## src/rtl/system_bridge.sv

```systemverilog
// system_bridge: CPU data-port bridge to data memory (DM), two programmable
// timers (TC0/TC1) and an external-interrupt acknowledge register.
// Optional build macro: SYSTEM_BRIDGE_TC1_EN builds TC1; when it is left
// undefined, the TC1 window is unmapped and hw_int[1] is tied to 0.

// One timer: CTRL {IM, MODE[1:0], EN}, PRESET and a read-only COUNT.
module system_bridge_timer (
    input  logic        clk,
    input  logic        reset,
    input  logic        we_ctrl,
    input  logic        we_preset,
    input  logic [31:0] wdata,
    output logic [3:0]  ctrl,
    output logic [31:0] preset,
    output logic [31:0] count,
    output logic        irq
);
    typedef enum logic [1:0] {ST_IDLE, ST_LOAD, ST_CNT, ST_INT} state_t;

    state_t      state_q, state_d;
    logic [3:0]  ctrl_q, ctrl_d;
    logic [31:0] preset_q, preset_d;
    logic [31:0] count_q, count_d;
    logic        pending_q, pending_d;
    logic        irq_q, irq_d;
    logic        auto_mode;

    // Only MODE 01 reloads; 00, 10 and 11 all behave as one-shot.
    assign auto_mode = (ctrl_q[2:1] == 2'b01);

    // Next-state: FSM step first, then CPU writes override CTRL/PRESET.
    always_comb begin
        state_d   = state_q;
        ctrl_d    = ctrl_q;
        preset_d  = preset_q;
        count_d   = count_q;
        pending_d = pending_q;
        case (state_q)
            ST_IDLE: if (ctrl_q[0]) state_d = ST_LOAD;
            ST_LOAD: begin
                count_d = preset_q;
                state_d = ST_CNT;
            end
            ST_CNT: begin
                if (!ctrl_q[0])          state_d = ST_IDLE;
                else if (count_q == '0)  state_d = ST_INT;
                else                     count_d = count_q - 32'd1;
            end
            ST_INT: begin
                if (auto_mode) begin
                    state_d = ST_LOAD;
                end else begin
                    ctrl_d[0] = 1'b0;
                    state_d   = ST_IDLE;
                end
            end
            default: state_d = ST_IDLE;
        endcase
        // Auto-reload pending is a single-cycle strobe.
        if (auto_mode && state_q != ST_INT) pending_d = 1'b0;
        if (we_preset) preset_d = wdata;
        if (we_ctrl) begin
            ctrl_d    = wdata[3:0];
            pending_d = 1'b0;
            if (!wdata[0]) state_d = ST_IDLE;
        end
        // An expiring count is never lost to a concurrent CTRL write.
        if (state_q == ST_INT) pending_d = 1'b1;
        irq_d = ctrl_d[3] & pending_d;
    end

    // Timer state registers.
    always_ff @(posedge clk) begin
        if (reset) begin
            state_q   <= ST_IDLE;
            ctrl_q    <= '0;
            preset_q  <= '0;
            count_q   <= '0;
            pending_q <= 1'b0;
            irq_q     <= 1'b0;
        end else begin
            state_q   <= state_d;
            ctrl_q    <= ctrl_d;
            preset_q  <= preset_d;
            count_q   <= count_d;
            pending_q <= pending_d;
            irq_q     <= irq_d;
        end
    end

    assign ctrl   = ctrl_q;
    assign preset = preset_q;
    assign count  = count_q;
    assign irq    = irq_q;
endmodule

module system_bridge (
    input  logic        clk,
    input  logic        reset,
    input  logic [31:0] m_data_addr,
    input  logic [31:0] m_data_wdata,
    input  logic        m_data_mem_write,
    input  logic [2:0]  m_data_sel,
    input  logic        m_data_req,
    output logic [31:0] m_data_rdata,
    output logic [4:0]  m_data_exc,
    output logic [31:0] dm_addr,
    output logic [31:0] dm_wdata,
    output logic [3:0]  dm_byteen,
    input  logic [31:0] dm_rdata,
    input  logic        ext_int,
    output logic [5:0]  hw_int
);
    logic        is_word, is_half, is_byte, is_sext, valid;
    logic        in_dm, in_tc0, in_tc1, in_ack, in_reg, fault, store_ok;
    logic [3:0]  ctrl0, ctrl1;
    logic [31:0] preset0, preset1, count0, count1;
    logic        irq0, irq1;
    logic [31:0] rd_tc0, rd_tc1, rd_reg;
    logic [15:0] half_lane;
    logic [7:0]  byte_lane;
    logic        int_pending_q, int_pending_d;

    assign is_word = (m_data_sel == 3'b001);
    assign is_half = (m_data_sel == 3'b010) || (m_data_sel == 3'b011);
    assign is_byte = (m_data_sel == 3'b100) || (m_data_sel == 3'b101);
    assign is_sext = (m_data_sel == 3'b010) || (m_data_sel == 3'b100);
    assign valid   = is_word | is_half | is_byte;

    assign in_dm  = (m_data_addr < 32'h0000_3000);
    assign in_tc0 = (m_data_addr[31:4] == 28'h00007F0) && (m_data_addr[3:2] != 2'b11);
    assign in_ack = (m_data_addr[31:2] == 30'h00001FC8);
    assign in_reg = in_tc0 | in_tc1 | in_ack;

    // Fault classification and the single store-accept qualifier.
    always_comb begin
        fault = 1'b0;
        if (valid) begin
            if (!(in_dm | in_reg))                        fault = 1'b1;
            if (is_word && m_data_addr[1:0] != 2'b00)     fault = 1'b1;
            if (is_half && m_data_addr[0])                fault = 1'b1;
            if (!is_word && in_reg)                       fault = 1'b1;
            if (m_data_mem_write && (in_tc0 | in_tc1) && m_data_addr[3:2] == 2'b10)
                                                          fault = 1'b1;
        end
        m_data_exc = fault ? (m_data_mem_write ? 5'd5 : 5'd4) : 5'd0;
        store_ok   = valid & ~fault & m_data_mem_write & ~m_data_req;
    end

    // DM write path: word address, replicated data, lane enables.
    always_comb begin
        dm_addr   = {m_data_addr[31:2], 2'b00};
        dm_wdata  = m_data_wdata;
        dm_byteen = 4'b0000;
        if (is_half) dm_wdata = {2{m_data_wdata[15:0]}};
        if (is_byte) dm_wdata = {4{m_data_wdata[7:0]}};
        if (store_ok && in_dm) begin
            if (is_word)      dm_byteen = 4'b1111;
            else if (is_half) dm_byteen = m_data_addr[1] ? 4'b1100 : 4'b0011;
            else              dm_byteen = 4'b0001 << m_data_addr[1:0];
        end
    end

    // Read path: lane select and extension for DM, full words for registers.
    always_comb begin
        half_lane = m_data_addr[1] ? dm_rdata[31:16] : dm_rdata[15:0];
        case (m_data_addr[1:0])
            2'd0:    byte_lane = dm_rdata[7:0];
            2'd1:    byte_lane = dm_rdata[15:8];
            2'd2:    byte_lane = dm_rdata[23:16];
            default: byte_lane = dm_rdata[31:24];
        endcase
        case (m_data_addr[3:2])
            2'd0:    rd_tc0 = {28'd0, ctrl0};
            2'd1:    rd_tc0 = preset0;
            default: rd_tc0 = count0;
        endcase
        rd_reg = in_tc0 ? rd_tc0 : in_tc1 ? rd_tc1 : {31'd0, int_pending_q};
        m_data_rdata = '0;
        if (valid && !fault) begin
            if (!in_dm)       m_data_rdata = rd_reg;
            else if (is_word) m_data_rdata = dm_rdata;
            else if (is_half) m_data_rdata = {{16{is_sext & half_lane[15]}}, half_lane};
            else              m_data_rdata = {{24{is_sext & byte_lane[7]}}, byte_lane};
        end
    end

    system_bridge_timer u_tc0 (
        .clk       (clk),
        .reset     (reset),
        .we_ctrl   (store_ok & in_tc0 & (m_data_addr[3:2] == 2'b00)),
        .we_preset (store_ok & in_tc0 & (m_data_addr[3:2] == 2'b01)),
        .wdata     (m_data_wdata),
        .ctrl      (ctrl0),
        .preset    (preset0),
        .count     (count0),
        .irq       (irq0)
    );

`ifdef SYSTEM_BRIDGE_TC1_EN
    assign in_tc1 = (m_data_addr[31:4] == 28'h00007F1) && (m_data_addr[3:2] != 2'b11);

    system_bridge_timer u_tc1 (
        .clk       (clk),
        .reset     (reset),
        .we_ctrl   (store_ok & in_tc1 & (m_data_addr[3:2] == 2'b00)),
        .we_preset (store_ok & in_tc1 & (m_data_addr[3:2] == 2'b01)),
        .wdata     (m_data_wdata),
        .ctrl      (ctrl1),
        .preset    (preset1),
        .count     (count1),
        .irq       (irq1)
    );

    // TC1 register read select.
    always_comb begin
        case (m_data_addr[3:2])
            2'd0:    rd_tc1 = {28'd0, ctrl1};
            2'd1:    rd_tc1 = preset1;
            default: rd_tc1 = count1;
        endcase
    end
`else
    assign in_tc1  = 1'b0;
    assign ctrl1   = 4'd0;
    assign preset1 = 32'd0;
    assign count1  = 32'd0;
    assign irq1    = 1'b0;
    assign rd_tc1  = 32'd0;
`endif

    // External interrupt latch; an acknowledge store beats a new request.
    always_comb begin
        int_pending_d = int_pending_q | ext_int;
        if (store_ok && in_ack) int_pending_d = 1'b0;
    end

    // External interrupt pending register.
    always_ff @(posedge clk) begin
        if (reset) int_pending_q <= 1'b0;
        else       int_pending_q <= int_pending_d;
    end

    assign hw_int = {3'b000, int_pending_q, irq1, irq0};
endmodule

```

## config.mk

```make
export PLATFORM = sky130hd
export DESIGN_NAME = system_bridge
export DESIGN_NICKNAME = d
export VERILOG_FILES = /design/src/rtl/system_bridge.sv
export SDC_FILE = /design/constraint.sdc
export NUM_CORES = 1
export LEC_CHECK = 0
export ABC_AREA = 1
export BUFFER_PORTS_ARGS = -buffer_cell sky130_fd_sc_hd__buf_2
export CAP_MARGIN = 20
export CORE_UTILIZATION = 52
export DETAILED_ROUTE_END_ITERATION = 6
export PLACE_DENSITY = 0.92
export SETUP_SLACK_MARGIN = 0.02
export SKIP_CTS_REPAIR_TIMING = 1
export SLEW_MARGIN = 20
export SYNTH_ARGS = -nofsm -noshare
export SYNTH_HDL_FRONTEND = slang
export SYNTH_SLANG_ARGS = --single-unit
```

## constraint.sdc

```tcl
create_clock -name clk -period 2.4 [get_ports clk]
set_input_delay 0.36 -clock clk [delete_from_list [all_inputs] [get_ports clk]]
set_output_delay 0.36 -clock clk [all_outputs]
set_load 0.02 [all_outputs]
```

==> PnR_summary.wiki <==
{| class="wikitable"
! Metric !! Value
|-
| Outcome || finished with violations
|-
| Violated checks || negative setup slack
|-
| Final-layout worst hold slack || 0.263 ns
|-
| Fill count || 944
|-
| Maximum clock insertion buffer count || 2
|-
| Top layer used by detailed routing || met4
|-
| First-pass GRT wire length || 38,800 um
|-
| Slowest CP cell || sky130_fd_sc_hd__a221oi_2
|-
| Amount of wire on met3 after detailed routing || 3260 um
|-
| Register bit total from synthesis || 73
|-
| Required time at the worst-slack endpoint || 2.04 ns
|-
| Post-route cell area || 9070 sq um
|-
| Total grt overflow || 0
|-
| Post-synthesis instance area || 6530 sq um
|-
| Max stage delay on crit path || 0.36 ns
|-
| Number of global-route vias before repair || 7,396
|-
| Min-Delay Startpoint || m_data_wdata[26]
|-
| Timing startpoint of the critical path || m_data_addr[26]
|-
| CP Cell Sequence || buf_8 > nor2_4 > nand2_2 > nor3_4 > nand2_2 > buf_6 > inv_2 > buf_6 > nand2_1 > a221oi_2 > buf_2
|-
| Clock tree root driver cell || sky130_fd_sc_hd__clkbuf_16
|-
| Met1 wire length || 10,800 um
|-
| Post-synthesis sequential area ratio || 0.224
|-
| VDD IR-drop max || 0.000525 V
|-
| Least-Margin Pin Slew || 0.603 ns
|-
| Initial standard-cell utilization of the core || 0.539
|-
| Antenna Cells || 0
|-
| IO Count || 215
|-
| Fraction of registers with async set or reset after synthesis || 0
|-
| Global placement routability congestion || 1.04
|-
| P&R area growth vs syn || 38.9%
|-
| Latest clock arrival within the worst-skew pair || 0.34 ns
|-
| Initial DRC Count || 1,306
|-
| RSZ-0062 raised after global routing || yes
|-
| Total number of nets in the final design || 1,458
|-
| Maximum level of the CTS H-tree || 3
|-
| Die width || 114 um
|-
| Number of antenna violations at the first check in global routing || 0
|-
| Number of distinct library cells after synthesis || 39
|-
| TNS Setup || -1.25 ns
|-
| Post-Place Cell Area || 7960 sq um
|-
| Number of rows in the core area || 40
|-
| Post-DRT Antenna Nets || 0
|-
| Pin count of the biggest net entering global routing || 66
|-
| Arrival time reported for the critical path endpoint || 2.14 ns
|-
| Worst reg2reg path startpoint || u_tc0.count[10]
|-
| Via density || 5.86
|-
| Final Setup Violations || 29
|-
| Critical path startpoint category || input port
|-
| Clock transition time at the flip-flop clock pins of the worst setup and hold paths || 0.06 ns
|-
| Number of optimization iterations in the first detailed-route pass || 7
|-
| Ratio of total power to cell area || 715 nW/um^2
|-
| F_max || 399 MHz
|-
| Maximum clock skew at final layout || 0.00510 ns
|-
| Detailed route wirelength on metal2 || 12,400 um
|-
| Leakage || 4.55 nW
|-
| Endpoints failing hold || 0
|-
| Clock period minus final worst setup slack || 2.50 ns
|-
| Die Footprint || 13,000 sq um
|-
| Count of vias placed by the detailed router || 8,924
|-
| Layout cell share with drive strength beyond 1 || 0.317
|-
| Mean cell area of the mapped netlist || 5.74 sq um
|-
| Number of clock sinks || 73
|-
| Flip-flop cell with the highest count after synthesis || sky130_fd_sc_hd__dfxtp_1
|-
| CP max FO || 9
|-
| Total Routing Usage GR || 0.390
|-
| Die height || 114 um
|-
| Synth Instances || 1,138
|-
| Num CTS Buffers || 9
|-
| Worst setup EP type || primary output
|-
| Part of the cycle the worst path needs || 1.04
|-
| Number of warnings printed during yosys synthesis || 0
|-
| Final Routed Wirelength || 28,400 um
|-
| Average routed wire per standard cell || 18.7 um
|-
| Relative slew slack || 0.597
|-
| Type of the worst min-delay path || in2reg
|-
| CTS tree || yes
|-
| Final Max Slew Viols || 0
|-
| Placed wire-length estimate || 19,700 um
|-
| Category of the most critical setup path || in2out
|-
| Post-detailed-route DRC marker count || 0
|-
| Setup slack after layout || -0.105 ns
|-
| Port buffer count || 205
|-
| Maximum capacitance violations || 0
|-
| EDFF count, synth || 0
|-
| Std-Cell Core Area || 12,100 sq um
|}
where the power goes:
group	internal [mW]	leakage (nW)	switching [mW]
registers	1.38	0.592	0.153
clock network	1.15	0.183	0.536
logic	1.13	3.77	2.14
total	3.66	4.55	2.83
final timing paths:
| kind | depth (start not counted) | endpoint | slack [ns] |
|---|---|---|---|
| min reg2reg | 2 | u_tc0.count[22] | 0.49 |
| max reg2reg | 12 | u_tc0.count[29] | 0.19 |
| max | 11 | m_data_rdata[5] | -0.10 |
| min | 3 | u_tc0.preset[26] | 0.26 |
cell type report:
class | instances | area [sq um] | share of cell area
multi-input cells | 819 | 4310 | 0.475
repair buffers | 298 | 2140 | 0.236
clock inverters | 6 | 138 | 0.0152
inverters | 148 | 572 | 0.0631
flip-flops and latches | 73 | 1460 | 0.161
well taps | 168 | 210 | 0.0232
clock buffers | 10 | 239 | 0.0264
cell usage in the layout (no fill, tap or decap), types with 4 or more instances in the layout:
| master | synthesis | routed |
|---|---|---|
| sky130_fd_sc_hd__nand2_1 | 276 | 256 |
| sky130_fd_sc_hd__buf_2 | 11 | 171 |
| sky130_fd_sc_hd__nor2_1 | 173 | 158 |
| sky130_fd_sc_hd__inv_1 | 138 | 128 |
| sky130_fd_sc_hd__buf_4 | 50 | 83 |
| sky130_fd_sc_hd__o21ai_0 | 84 | 80 |
| sky130_fd_sc_hd__a21oi_1 | 80 | 79 |
| sky130_fd_sc_hd__dfxtp_1 | 73 | 73 |
| sky130_fd_sc_hd__nand3_1 | 47 | 42 |
| sky130_fd_sc_hd__o22ai_1 | 31 | 30 |
| sky130_fd_sc_hd__buf_6 | 3 | 25 |
| sky130_fd_sc_hd__nand2_2 | 1 | 19 |
| sky130_fd_sc_hd__xor2_1 | 18 | 18 |
| sky130_fd_sc_hd__o211ai_1 | 17 | 17 |
| sky130_fd_sc_hd__inv_2 | 9 | 14 |
| sky130_fd_sc_hd__nor2_2 | 7 | 13 |
| sky130_fd_sc_hd__clkbuf_16 | 0 | 13 |
| sky130_fd_sc_hd__a211oi_2 | 0 | 12 |
| sky130_fd_sc_hd__buf_12 | 0 | 12 |
| sky130_fd_sc_hd__nor2_4 | 2 | 11 |
| sky130_fd_sc_hd__or2_2 | 9 | 9 |
| sky130_fd_sc_hd__conb_1 | 1 | 9 |
| sky130_fd_sc_hd__a32oi_1 | 8 | 7 |
| sky130_fd_sc_hd__a211oi_1 | 22 | 6 |
| sky130_fd_sc_hd__inv_4 | 0 | 5 |
| sky130_fd_sc_hd__o21ai_1 | 4 | 5 |
| sky130_fd_sc_hd__ha_1 | 5 | 5 |
| sky130_fd_sc_hd__nand3_2 | 1 | 4 |
| sky130_fd_sc_hd__a211oi_4 | 0 | 4 |
| sky130_fd_sc_hd__a221oi_2 | 0 | 4 |
| sky130_fd_sc_hd__nand4_1 | 4 | 4 |
| sky130_fd_sc_hd__bufinv_16 | 0 | 4 |
cell families after synthesis:
logic type	synth area share
buffers and inverters	0.180
adder cells (fa/ha/maj)	0.00958
AO/OA/AOI/OAI	0.229
other	0.000574
AND/OR/NAND/NOR	0.333
flip-flops	0.224
XOR/XNOR	0.0241
critical path, delay by kind of cell:
| kind | cells | cell delay, ns |
|---|---|---|
| AND/OR/NAND/NOR | 5 | 0.70 |
| buffers and inverters | 5 | 0.72 |
| AO/OA/AOI/OAI | 1 | 0.36 |
synthesized netlist by cell type (3+ instances only):
| cell type | number | area share |
|---|---|---|
| sky130_fd_sc_hd__buf_4 | 50 | 0.057 |
| sky130_fd_sc_hd__o21ai_1 | 4 | 0.0031 |
| sky130_fd_sc_hd__a211oi_1 | 22 | 0.025 |
| sky130_fd_sc_hd__o22ai_1 | 31 | 0.030 |
| sky130_fd_sc_hd__inv_1 | 138 | 0.079 |
| sky130_fd_sc_hd__inv_2 | 9 | 0.0052 |
| sky130_fd_sc_hd__buf_6 | 3 | 0.0052 |
| sky130_fd_sc_hd__a31oi_1 | 3 | 0.0029 |
| sky130_fd_sc_hd__nor2_1 | 173 | 0.099 |
| sky130_fd_sc_hd__buf_1 | 4 | 0.0023 |
| sky130_fd_sc_hd__nand4_1 | 4 | 0.0038 |
| sky130_fd_sc_hd__buf_2 | 11 | 0.0084 |
| sky130_fd_sc_hd__clkbuf_1 | 37 | 0.021 |
| sky130_fd_sc_hd__ha_1 | 5 | 0.0096 |
| sky130_fd_sc_hd__a21oi_1 | 80 | 0.061 |
| sky130_fd_sc_hd__or2_2 | 9 | 0.0086 |
| sky130_fd_sc_hd__nor2_2 | 7 | 0.0067 |
| sky130_fd_sc_hd__nand3_1 | 47 | 0.036 |
| sky130_fd_sc_hd__o211ai_1 | 17 | 0.020 |
| sky130_fd_sc_hd__a221oi_1 | 7 | 0.0094 |
| sky130_fd_sc_hd__nand2_1 | 276 | 0.16 |
| sky130_fd_sc_hd__nor3_1 | 4 | 0.0031 |
| sky130_fd_sc_hd__a32oi_1 | 8 | 0.011 |
| sky130_fd_sc_hd__o21ai_0 | 84 | 0.064 |
| sky130_fd_sc_hd__xor2_1 | 18 | 0.024 |
| sky130_fd_sc_hd__dfxtp_1 | 73 | 0.22 |
per-layer routing:
metal / GRT usage / vias to the layer above
li1: - / 4026
met1: 0.521 / 3996
met2: 0.601 / 729
met3: 0.0709 / 173
met4: 0.195 / 0
met5: 0 / -
registers in the layout, summed over array words and instances, names as in the netlist:
| name | count |
|---|---|
| int_pending_q | 1 |
| u_tc0.irq | 1 |
| u_tc0.pending_q | 1 |
| u_tc0.ctrl | 4 |
| u_tc0.count | 32 |
| u_tc0.preset | 32 |
| u_tc0.state_q | 2 |
metrics by stage:
step,instances,total power [mW],setup slack (ns),utilization
5_1_grt,1522,6.84,-0.196,0.749
3_5_place_dp,1495,4.54,-0.157,0.657
6_report,1522,6.48,-0.105,0.749
3_3_place_gp,1495,4.50,-0.110,0.657
4_1_cts,1511,6.27,-0.173,0.688
2_1_floorplan,1146,3.62,-0.0397,-
Note: power is estimated with default switching activity, not from simulation.
